File: src/rtl/result_ram_writer.sv
// result_ram_writer: saturates DEPTH-lane result blocks to pixel width and writes them sequentially into the pixel RAM
module result_ram_writer #(
    parameter int RAM_ADDR_WIDTH = 6,
    parameter int RAM_DATA_WIDTH = 8,
    parameter int PE_DATA_WIDTH  = 16,
    parameter int DEPTH          = 4
) (
    input  logic                              clk,
    input  logic                              reset,
    input  logic                              start,
    input  logic [RAM_ADDR_WIDTH-1:0]         base_addr,
    input  logic [RAM_ADDR_WIDTH-1:0]         num_blocks,
    input  logic                              result_valid,
    input  logic [PE_DATA_WIDTH*DEPTH-1:0]    result_data,
    output logic                              result_ready,
    output logic                              ram_we,
    output logic [RAM_ADDR_WIDTH-1:0]         ram_addr,
    output logic [RAM_DATA_WIDTH-1:0]         ram_wdata,
    output logic                              busy,
    output logic                              done
);
    localparam int LW = DEPTH > 1 ? $clog2(DEPTH) : 1;
    localparam logic [LW-1:0] LAST = LW'(DEPTH - 1);
    localparam logic [LW-1:0] LONE = LW'(1);
    localparam logic [RAM_ADDR_WIDTH-1:0] AONE = RAM_ADDR_WIDTH'(1);

    typedef enum logic [2:0] {IDLE, WAIT_RESULT, WRITE, FINISH, DONE} state_t;

    state_t                            state, state_n;
    logic [RAM_ADDR_WIDTH-1:0]         addr_ptr, nb, blk_cnt;
    logic [LW-1:0]                     lane, lane_n;
    logic [PE_DATA_WIDTH*DEPTH-1:0]    blk_buf;
    logic [PE_DATA_WIDTH-1:0]          nxt_pix;
    logic                              accept, lane_last, last_blk;

    function automatic logic [RAM_DATA_WIDTH-1:0] sat(input logic [PE_DATA_WIDTH-1:0] x);
        return |(x >> RAM_DATA_WIDTH) ? '1 : x[RAM_DATA_WIDTH-1:0];
    endfunction

    // lane holds the index of the lane currently on the RAM bus
    always_comb begin
        accept    = state == WAIT_RESULT && result_valid;
        lane_last = lane == LAST;
        last_blk  = blk_cnt + AONE == nb;
        lane_n    = lane + LONE;
        nxt_pix   = accept ? result_data[0 +: PE_DATA_WIDTH] : blk_buf[lane_n*PE_DATA_WIDTH +: PE_DATA_WIDTH];
        state_n   = state;
        case (state)
            IDLE:        state_n = start ? (num_blocks == '0 ? FINISH : WAIT_RESULT) : IDLE;
            WAIT_RESULT: state_n = result_valid ? WRITE : WAIT_RESULT;
            WRITE:       state_n = lane_last ? (last_blk ? FINISH : WAIT_RESULT) : WRITE;
            FINISH:      state_n = DONE;
            default:     state_n = IDLE;
        endcase
    end

    assign result_ready = state == WAIT_RESULT;
    assign busy         = state != IDLE;
    assign done         = state == DONE;

    always_ff @(posedge clk or negedge reset) begin
        if (!reset) begin
            state     <= IDLE;
            addr_ptr  <= '0;
            nb        <= '0;
            blk_cnt   <= '0;
            lane      <= '0;
            blk_buf   <= '0;
            ram_we    <= 1'b0;
            ram_addr  <= '0;
            ram_wdata <= '0;
        end else begin
            state  <= state_n;
            ram_we <= 1'b0;
            if (state == IDLE && start) begin
                addr_ptr <= base_addr;
                nb       <= num_blocks;
                blk_cnt  <= '0;
            end
            if (accept) begin
                blk_buf <= result_data;
                lane    <= '0;
            end
            if (state == WRITE) begin
                lane <= lane_n;
                if (lane_last)
                    blk_cnt <= blk_cnt + AONE;
            end
            // the accept edge already issues lane 0, so the block spans exactly DEPTH WRITE cycles
            if (accept || (state == WRITE && !lane_last)) begin
                ram_we    <= 1'b1;
                ram_addr  <= addr_ptr;
                ram_wdata <= sat(nxt_pix);
                addr_ptr  <= addr_ptr + AONE;
            end
        end
    end
endmodule
File: config.mk
export PLATFORM = sky130hd
export DESIGN_NAME = result_ram_writer
export DESIGN_NICKNAME = d
export VERILOG_FILES = /design/src/rtl/result_ram_writer.sv
export SDC_FILE = /design/constraint.sdc
export NUM_CORES = 1
export LEC_CHECK = 0
export ABC_AREA = 1
export CORE_AREA = 2 2 99 111
export DETAILED_ROUTE_END_ITERATION = 8
export DIE_AREA = 0 0 101 113
export PLACE_DENSITY_LB_ADDON = 0.25
export SLEW_MARGIN = 20
export SYNTH_ARGS = -nofsm -noshare
export SYNTH_HDL_FRONTEND = slang
export SYNTH_SLANG_ARGS = --single-unit
export TNS_END_PERCENT = 50
File: constraint.sdc
create_clock -name clk -period 1.65 [get_ports clk]
set_input_delay 0.4125 -clock clk [delete_from_list [all_inputs] [get_ports clk]]
set_output_delay 0.4125 -clock clk [all_outputs]
set_load 0.005 [all_outputs]
* Word-level counts from Yosys, hierarchy flattened
Cells that the tools add are included.
** Storage, ports and cells
- Input bits :: 80
- Register bits after elaboration :: 102
- Logic and storage cells :: 46
- Output and inout bits :: 18
** Operators by class
- Mux-type cells :: 16
- Reductions and logical operators :: 11
- $add $sub $neg :: 3
- Equal/unequal tests :: 6
- Shift-type cells :: 1
** Operators by type and width (count)
- variable part select 64 x 7 -> 16 bit :: 1
- 2-to-1 mux 6 bit :: 5
- 2-to-1 mux 16 bit :: 1
- 2-to-1 mux 2 bit :: 7
- adder 6 x 1 -> 6 bit (second input constant) :: 2
- case mux 3 bit (4 select lines) :: 1
- 2-to-1 mux 8 bit :: 1
- OR reduction 8 bit :: 1
- equality test 3 x 2 -> 1 bit (second input constant) :: 2
- equality test 6 bit :: 1
- zero test 6 bit :: 1
- nonzero test 2 bit :: 2
- equality test 3 x 1 -> 1 bit (second input constant) :: 1
- equality test 3 bit (second input constant) :: 1
- logical AND 1 bit :: 3
- zero test 3 bit :: 1
- nonzero test 3 bit :: 1
- adder 2 x 1 -> 2 bit (second input constant) :: 1
- equality test 2 bit (second input constant) :: 1
- zero test 1 bit :: 1
- logical OR 1 bit :: 1
- 2-to-1 mux 1 bit :: 1

* Depth between registers and ports, before layout
Gate-level depths: netlist (run 1).
- Depth after elaboration :: 5
- Depth in mapped cells :: 11
- Depth with buffers taken out :: 10

* Worst setup path before layout (run 1)
No wires, ideal clock.
- Path type :: reg-to-reg
- Start :: reg lane[0]
- End :: reg ram_wdata[0]
- Setup time :: 0.077 ns
- Setup slack :: 0.105 ns
- Clock period less this slack :: 1.545 ns
- Stages on the path, launching flop included :: 9
- Arrival time :: 1.467 ns
- Cell sequence :: dfrtp_1 > ha_1 > buf_2 > clkinv_1 > a21oi_1 > o21ai_0 > o21ai_0 > a21oi_1 > a21oi_1
** On the way
- Longest elaborated chain between the ends :: 5
** Ends and longest elaborated chain
- start, declared :: RTL line 31 : logic [LW-1:0] lane, lane_n;
- start signal, assigned :: RTL line 85 : lane <= lane_n;
- adder 2 x 1 -> 2 bit :: RTL line 45 : lane_n = lane + LONE;
- variable part select 64 x 7 -> 16 bit :: RTL line 46 : nxt_pix = accept ? result_data[0 +: PE_DATA_WIDTH] : blk_buf[lane_n*PE_DATA_WIDTH +: PE_DATA_WIDTH];
- 2-to-1 mux 16 bit :: RTL line 46
- OR reduction 8 bit :: RTL line 37 : return |(x >> RAM_DATA_WIDTH) ? '1 : x[RAM_DATA_WIDTH-1:0];
- 2-to-1 mux 8 bit :: RTL line 37
- end signal, assigned :: RTL line 93 : ram_wdata <= sat(nxt_pix);
- end, declared :: RTL line 18 : output logic [RAM_DATA_WIDTH-1:0] ram_wdata,
Several ways; a longest one is shown, not always the timed one.
A chain may end at the register's enable or synchronous reset.

* Worst setup path in the final report (run 1)
- Start :: reg ram_wdata[1]
- End :: out ram_wdata[1]
No word-level cell between the ends.

==> results of run 1 <==
[layer usage]
| layer | vias up | wire length, um | part of all wire, % | track usage [%] |
|---|---|---|---|---|
| met4 | 0 | 137 | 1.2 | 6.04 |
| met3 | 12 | 538 | 4.7 | 3.15 |
| met5 | - | 0 | 0 | 0 |
| met1 | 1930 | 5110 | 45 | 26.3 |
| met2 | 111 | 5660 | 49 | 32.8 |
| li1 | 2055 | - | - | - |
[power breakdown]
part	total, mW	switching, mW	internal (mW)
sequential	4.18	0.563	3.62
clock	1.94	0.917	1.02
combinational	5.28	2.80	2.48
[stage by stage]
step           TNS, ns  power [mW]  util, %  setup WS (ns)  cells
4_1_cts        -0.0884        10.7     61.5        -0.0884    816
3_5_place_dp     -3.32        8.62     58.4         -0.257    795
3_3_place_gp     -2.59        8.46     58.4         -0.247    795
5_1_grt         -0.873        12.3     65.1        -0.0468    826
2_1_floorplan        0        6.80        -          0.105    558
6_report             0        11.4     65.1         0.0233    826
[final cells by class]
cell class,instances,area [um^2],area share [%]
well taps,123,154,2.31
multi-input cells,383,1910,28.7
clock inverters,5,36.3,0.544
inverters,50,198,2.96
clock buffers,10,229,3.43
repair buffers,153,1590,23.8
flip-flops and latches,102,2550,38.3
[worst paths after layout]
| path | from | end | slack (ns) | cells past startpoint |
|---|---|---|---|---|
| min in group asynchronous | reset | ram_addr[5]$_DFFE_PN0N_ | 0.53 | 2 |
| worst min-delay path | blk_buf[39]$_DFFE_PN0P_ | blk_buf[39]$_DFFE_PN0P_ | 0.48 | 2 |
| worst max-delay path | ram_wdata[1]$_DFFE_PN0N_ | ram_wdata[1] | 0.02 | 1 |
| worst min register to register | blk_buf[39]$_DFFE_PN0P_ | blk_buf[39]$_DFFE_PN0P_ | 0.48 | 2 |
| max in group asynchronous | reset | blk_buf[42]$_DFFE_PN0P_ | 0.57 | 3 |
| worst max register to register | state[0]$_DFF_PN0_ | blk_buf[34]$_DFFE_PN0P_ | 0.04 | 12 |
[kinds of logic (layout without fill, tap and decap cells)]
logic type      after synthesis  count (layout)  share of synthesized area, %
buf+inv                      73             218                          6.89
mux                           2               2                         0.488
flops                       102             102                          55.3
compound gates               98              98                          11.2
xor+xnor                     10              10                          1.90
fa+ha+maj                     3               3                         0.814
simple gates                270             270                          23.4
[cell usage in the layout, fill, tap and decap left out, types with 2 or more instances in the layout]
cell             count
nand2_1            185
dfrtp_1            102
clkdlybuf4s50_1     86
inv_1               44
buf_4               40
o21ai_0             34
nor2_1              33
a21oi_1             27
o21ai_1             17
clkbuf_16           14
nand2_2             12
nand3_1             10
a21oi_2             10
nor3_1               8
xor2_1               7
dlymetal6s2s_1       7
nand2_4              5
buf_12               5
inv_2                4
nor2_2               4
o221ai_1             4
buf_6                4
o22ai_1              3
xnor2_1              3
nand4_1              3
ha_1                 3
clkinvlp_4           3
nand2_8              2
nand3_2              2
mux2_2               2
clkbuf_2             2
[state kept, by name (all words and copies together), names as in the netlist]
| register | flops |
|---|---|
| ram_wdata | 8 |
| lane | 2 |
| nb | 6 |
| addr_ptr | 6 |
| ram_addr | 6 |
| state | 3 |
| blk_buf | 64 |
| ram_we | 1 |
| blk_cnt | 6 |
[what timing repair did]
| item | 4_1_cts | 5_1_grt |
|---|---|---|
| endpoints found under the setup margin | 11 | 59 |
| hold endpoints to repair | 21 | 0 |
| resized for setup | 11 | 77 |
| buffers inserted | 5 | 4 |
| pin swaps | 0 | 6 |
| cloned | 0 | 6 |
| hold buffers | 1 | 0 |
[tightest hold or removal path, stage by stage, from the launching register on]
cell	delay [ns]
dfrtp_1	0.33
nand2_1	0.06
nand2_1	0.06
==> impl_results.md, run 1 <==
* Status: finished, final reports clean
* Hold WC Path Type: register to register
* Crit Path Max Fanout at 2
* Initial Utilization at 45.0%
* Worst path slowest cell: clkdlybuf4s50_1
* GRT Overall Usage at 19.6%
* Routed WL per cell at 13.9 um
* Share of post-route cells with drive strength above 1 at 17.2%
* Fin. Hold Viols at 0
* Synthesized instance count at 558
* Most frequent cell after synthesis: nand2_1
* Slew @ Worst Pin at ~0.34 ns
* CTS sink cnt at between 100 and 150
* IO Pins at 98
* Vias in the first global route at 4,030
* Req. time, crit path at between 1 and 1.5 ns
* Top cell type by total area after synthesis: dfrtp_1
* PortBufs at 97
* DR vias at just over 4,000
* Final min period at between 1.5 and 2 ns
* Share of the synthesized area in the top cell type at 55.3%
* H-Tree Depth at 3
* Worst-Skew Late Latency at 0.33 ns
* Final antenna-violating net count at 0
* Largest net degree at the start of global routing at 47
* Gpl congestion at 0.822
* Power per cell area at 1710 nW/um^2
* Synth top cells by count: 201 x nand2_1, 102 x dfrtp_1, 47 x o21ai_0
* Setup violations, final at 0
* Static leakage at 3.21 nW
* Ant diodes at 0
* Synth cell types at 30
* Post-synth EDFFs at 0
* Ys async rst share at 100%
* Relative slew slack at slightly below 80%
* Final WL at 11.5 mm
* Hold_ws at 0.477 ns
* Root buffer cell: clkbuf_16
* Most area-consuming cells after synthesis: dfrtp_1 55%, nand2_1 16%, o21ai_0 5.1%
* Clock Path Buffers at 2
* Buffer and inverter count on the worst path at 1
* Unrepaired setup endpoints after global routing: true
* FP Rows at 39
* Max_cap viols at 0
* Die Ht at 113 um
* Worst IR drop on VDD at between 700 and 800 uV
* DR iter-0 viols at about 180
* Cell Area, Synth at 4610 um^2
* Design Area, Final at about 6700 um^2
* Critical Path Start Type: register
* Largest stage delay on the critical path at 0.54 ns
* Kind of critical path: register to output port
* CP Data Arrival Time at about 1.2 ns
* P&R area growth vs syn at 44.5%
* CP top delay family: buffers and inverters
* Post-layout nets at 782
* Vias per Instance at 4.97
* Final worst-path cycle share at 98.6%
* Num CTS Buffers at 9
* Clk slew on worst S/H paths at 0.07 ns
* Placed cell area at between 5000 and 6000 um^2
* CTS tree: done
* Detailed-route DRC error count at 0
* Synth warn at 0
* Crit-path cells: clkdlybuf4s50_1
* HPWL after DPL at 7.62 mm
* Die W at 101 um
* Die ar. at between 10,000 and 15,000 um^2
* Nature of the critical path endpoint: output port
* Initial antenna violation count at 0
* Sequential element share of the synthesized area at 55.3%
* Syn Area/Cell at 8.27 um^2
* Top FF cell, synth: dfrtp_1
* Slew Limit Fails at 0
* Synth Register Bits at 102
* # fillers at approximately 800
* Worst Skew at 0.00849 ns
* Core area at 10,200 um^2
* Drt pass-1 iters at 5
* Fmax at 615 MHz
* Synthesized net count at ~640
* Grt total ovfl at 0
* First-pass GRT wire length at 18.0 mm
No activity file was read; power rests on OpenSTA's default activity.
==> run 2, diff against run 1 <==
Settings changed: CAP_MARGIN set to 10.
==> results of run 2 <==
Final layout, timing and power as in run 1 (identical DEF).
==> run 3, diff against run 2 <==
Settings changed: MAX_ROUTING_LAYER set to met4.
==> impl_results.md, run 3 (same netlist as run 1, synthesis figures left out) <==
* Req. time, crit path at 1.90 ns (+0.66 ns)
* Root buffer cell: clkbuf_16
* Most common cell after layout, fill and taps aside: nand2_1
* Die Ht at 113 um (unchanged)
* Core area at 10,200 um^2 (unchanged)
* GRT busiest layer: met2
* Detailed-route DRC error count at 0 (unchanged)
* Setup TNS at 0 ns (unchanged)
* CTS tree: done
* Power per cell area at 1710 nW/um^2 (+0.27%)
* Clk slew on worst S/H paths at 0.07 ns (about the same)
* R2r endpoint: blk_buf[24]$_DFFE_PN0P_
* Fmax at 617 MHz (+0.34%)
* Most frequent cells in the layout: 185 x nand2_1, 102 x dfrtp_1, 86 x clkdlybuf4s50_1, 44 x inv_1, 39 x buf_4
* Vias per Instance at 4.96 (-0.22%)
* Crit Path Max Fanout at 21 (+19)
* Gpl congestion at 0.835 (+1.5%)
* Setup violations, final at 0 (unchanged)
* Crit-path cells: buf_6, inv_2, nor2_1, nand2_1, inv_2, buf_6, nand2_8, inv_8, clkbuf_16, clkbuf_16, o21ai_0
* Worst Skew at 0.00872 ns (+0.000230 ns)
* Worst IR drop on VDD at 764 uV (-3.1%)
* First-pass GRT wire length at 18.0 mm (about the same)
* FP Rows at 39 (unchanged)
* Vias in the first global route at 4,024 (-0.15%)
* Final WL at 11.6 mm (+1.2%)
* DR vias at 4,104 (-0.097%)
* Placed Cells at 795 (unchanged)
* Share of post-route cells with drive strength above 1 at 17.3% (+0.12 points)
* Static leakage at 3.22 nW (+0.49%)
* Grt total ovfl at 0 (unchanged)
* Ant diodes at 0 (unchanged)
* Post-layout nets at 783 (+0.13%)
* Max_cap viols at 0 (unchanged)
* CP top delay family: buffers and inverters
* Num CTS Buffers at 9 (unchanged)
* Unrepaired setup endpoints after global routing: true
* Placed cell area at 5980 um^2 (unchanged)
* Slew @ Worst Pin at 0.338 ns (+0.000761 ns)
* GR Util met2 at 32.8% (unchanged)
* Final min period at 1.62 ns (-0.00558 ns)
* Slew Limit Fails at 0 (unchanged)
* Buffer and inverter count on the worst path at 7 (+6)
* GRT Overall Usage at 20.2% (+0.56 points)
* Final antenna-violating net count at 0 (unchanged)
* H-Tree Depth at 3 (unchanged)
* Die ar. at 11,400 um^2 (unchanged)
* Power, Total at 11.5 mW (+0.78%)
* Clock Path Buffers at 2 (unchanged)
* M3 GR Usage at 2.90% (-0.25 points)
* PnR worst setup slack at 0.0289 ns (+0.00558 ns)
* Final core utilization at 65.4% (+0.33 points)
* Die W at 101 um (unchanged)
* Hold_ws at 0.479 ns (+0.00194 ns)
* Design Area, Final at 6700 um^2 (+0.51%)
* Relative slew slack at 77.5% (about the same)
* Nature of the critical path endpoint: register
* P&R area growth vs syn at 45.2%
* Met1 usage at 26.4% (+0.081 points)
* Hold path depth at 2 (unchanged)
* Critical Path Start Type: register
* Initial antenna violation count at 0 (unchanged)
* Regs by FF count: blk_buf x64, ram_wdata x8
* Critical hold path startpoint: blk_buf[31]$_DFFE_PN0P_
* Pre-CTS setup slack at -0.257 ns (unchanged)
* Reg2reg path depth at 11 (-1)
* Largest stage delay on the critical path at 0.39 ns (-0.15 ns)
* Initial Utilization at 45.0% (unchanged)
* Kind of critical path: register to register
* DR iter-0 viols at 242 (+38%)
* Status: finished, final reports clean
* R2R Path Start: state[0]$_DFF_PN0_
* Largest net degree at the start of global routing at 47 (unchanged)
* Final worst-path cycle share at 98.3% (-0.34 points)
* Worst path slowest cell: dfrtp_1
* Max FFs per register at 64 (unchanged)
* Routed WL per cell at 14.0 um (+1.1%)
* Drt pass-1 iters at 5 (unchanged)
* Layout Cells excl Fill at 827 (+0.12%)
* Worst Hold Path EP: blk_buf[31]$_DFFE_PN0P_
* CTS sink cnt at 102 (unchanged)
* Worst-Skew Late Latency at 0.34 ns (about the same)
* Fin. Hold Viols at 0 (unchanged)
* IO Pins at 98 (unchanged)
* Reg with most FFs: blk_buf
* PortBufs at 97 (unchanged)
* Hold WC Path Type: register to register
* Flop2flop setup slack at 0.03 ns (about the same)
* HPWL after DPL at 7.62 mm (unchanged)
* CP Data Arrival Time at 1.87 ns (+0.66 ns)
## run 3: cell count changes in the layout (fill, tap and decap cells not counted), sizes merged
cell	before	now
clkbuf	17	18
## run 3: final cells by class
cell class              instances  area (um^2)
clock inverters                 5         36.3
well taps                     123          154
fillers                       809         3550
multi-input cells             383         1920
repair buffers                154         1620
clock buffers                  10          229
flip-flops and latches        102         2550
inverters                      50          198
## run 3: metal layers
metal / share of wire [%] / wire, um
met5: 0 / 0
met4: 1.8 / 206
met3: 4.1 / 473
met2: 49 / 5700
met1: 45 / 5210
## run 3: worst max path at each step
stage                   startpoint                  endpoint  slack, ns  cells past startpoint
3_3_place_gp       result_data[12]  ram_wdata[4]$_DFFE_PN0N_      -0.25                      5
6_report        state[0]$_DFF_PN0_   blk_buf[24]$_DFFE_PN0P_       0.03                     11
2_1_floorplan  lane[0]$_DFFE_PN0P_  ram_wdata[0]$_DFFE_PN0N_       0.11                      8
3_5_place_dp       result_data[12]  ram_wdata[3]$_DFFE_PN0N_      -0.26                      5
4_1_cts         state[0]$_DFF_PN0_              result_ready      -0.09                      6
5_1_grt         state[0]$_DFF_PN0_  ram_wdata[3]$_DFFE_PN0N_      -0.04                     13
## run 3: worst reg2reg max path, cell delays in order, from the launching register on
cell	delay (ns)
dfrtp_1	0.39
buf_6	0.13
inv_2	0.05
nor2_1	0.03
nand2_1	0.09
inv_2	0.05
buf_6	0.12
nand2_8	0.09
inv_8	0.06
clkbuf_16	0.18
clkbuf_16	0.19
o21ai_0	0.16
## run 3: timing repair
item	CTS	global route
cloned	0	7
setup buffers	5	4
resized for setup	11	78
hold buffers	1	0
endpoints found under the setup margin	11	58
endpoints found under the hold margin	21	0
pin swaps	0	5
## run 3: where the power goes
| group | internal, mW | leakage [nW] | total (mW) | switching [mW] |
|---|---|---|---|---|
| clock | 1.02 | 0.121 | 1.94 | 0.923 |
| sequential | 3.62 | 1.25 | 4.18 | 0.563 |
| combinational | 2.51 | 1.85 | 5.36 | 2.85 |
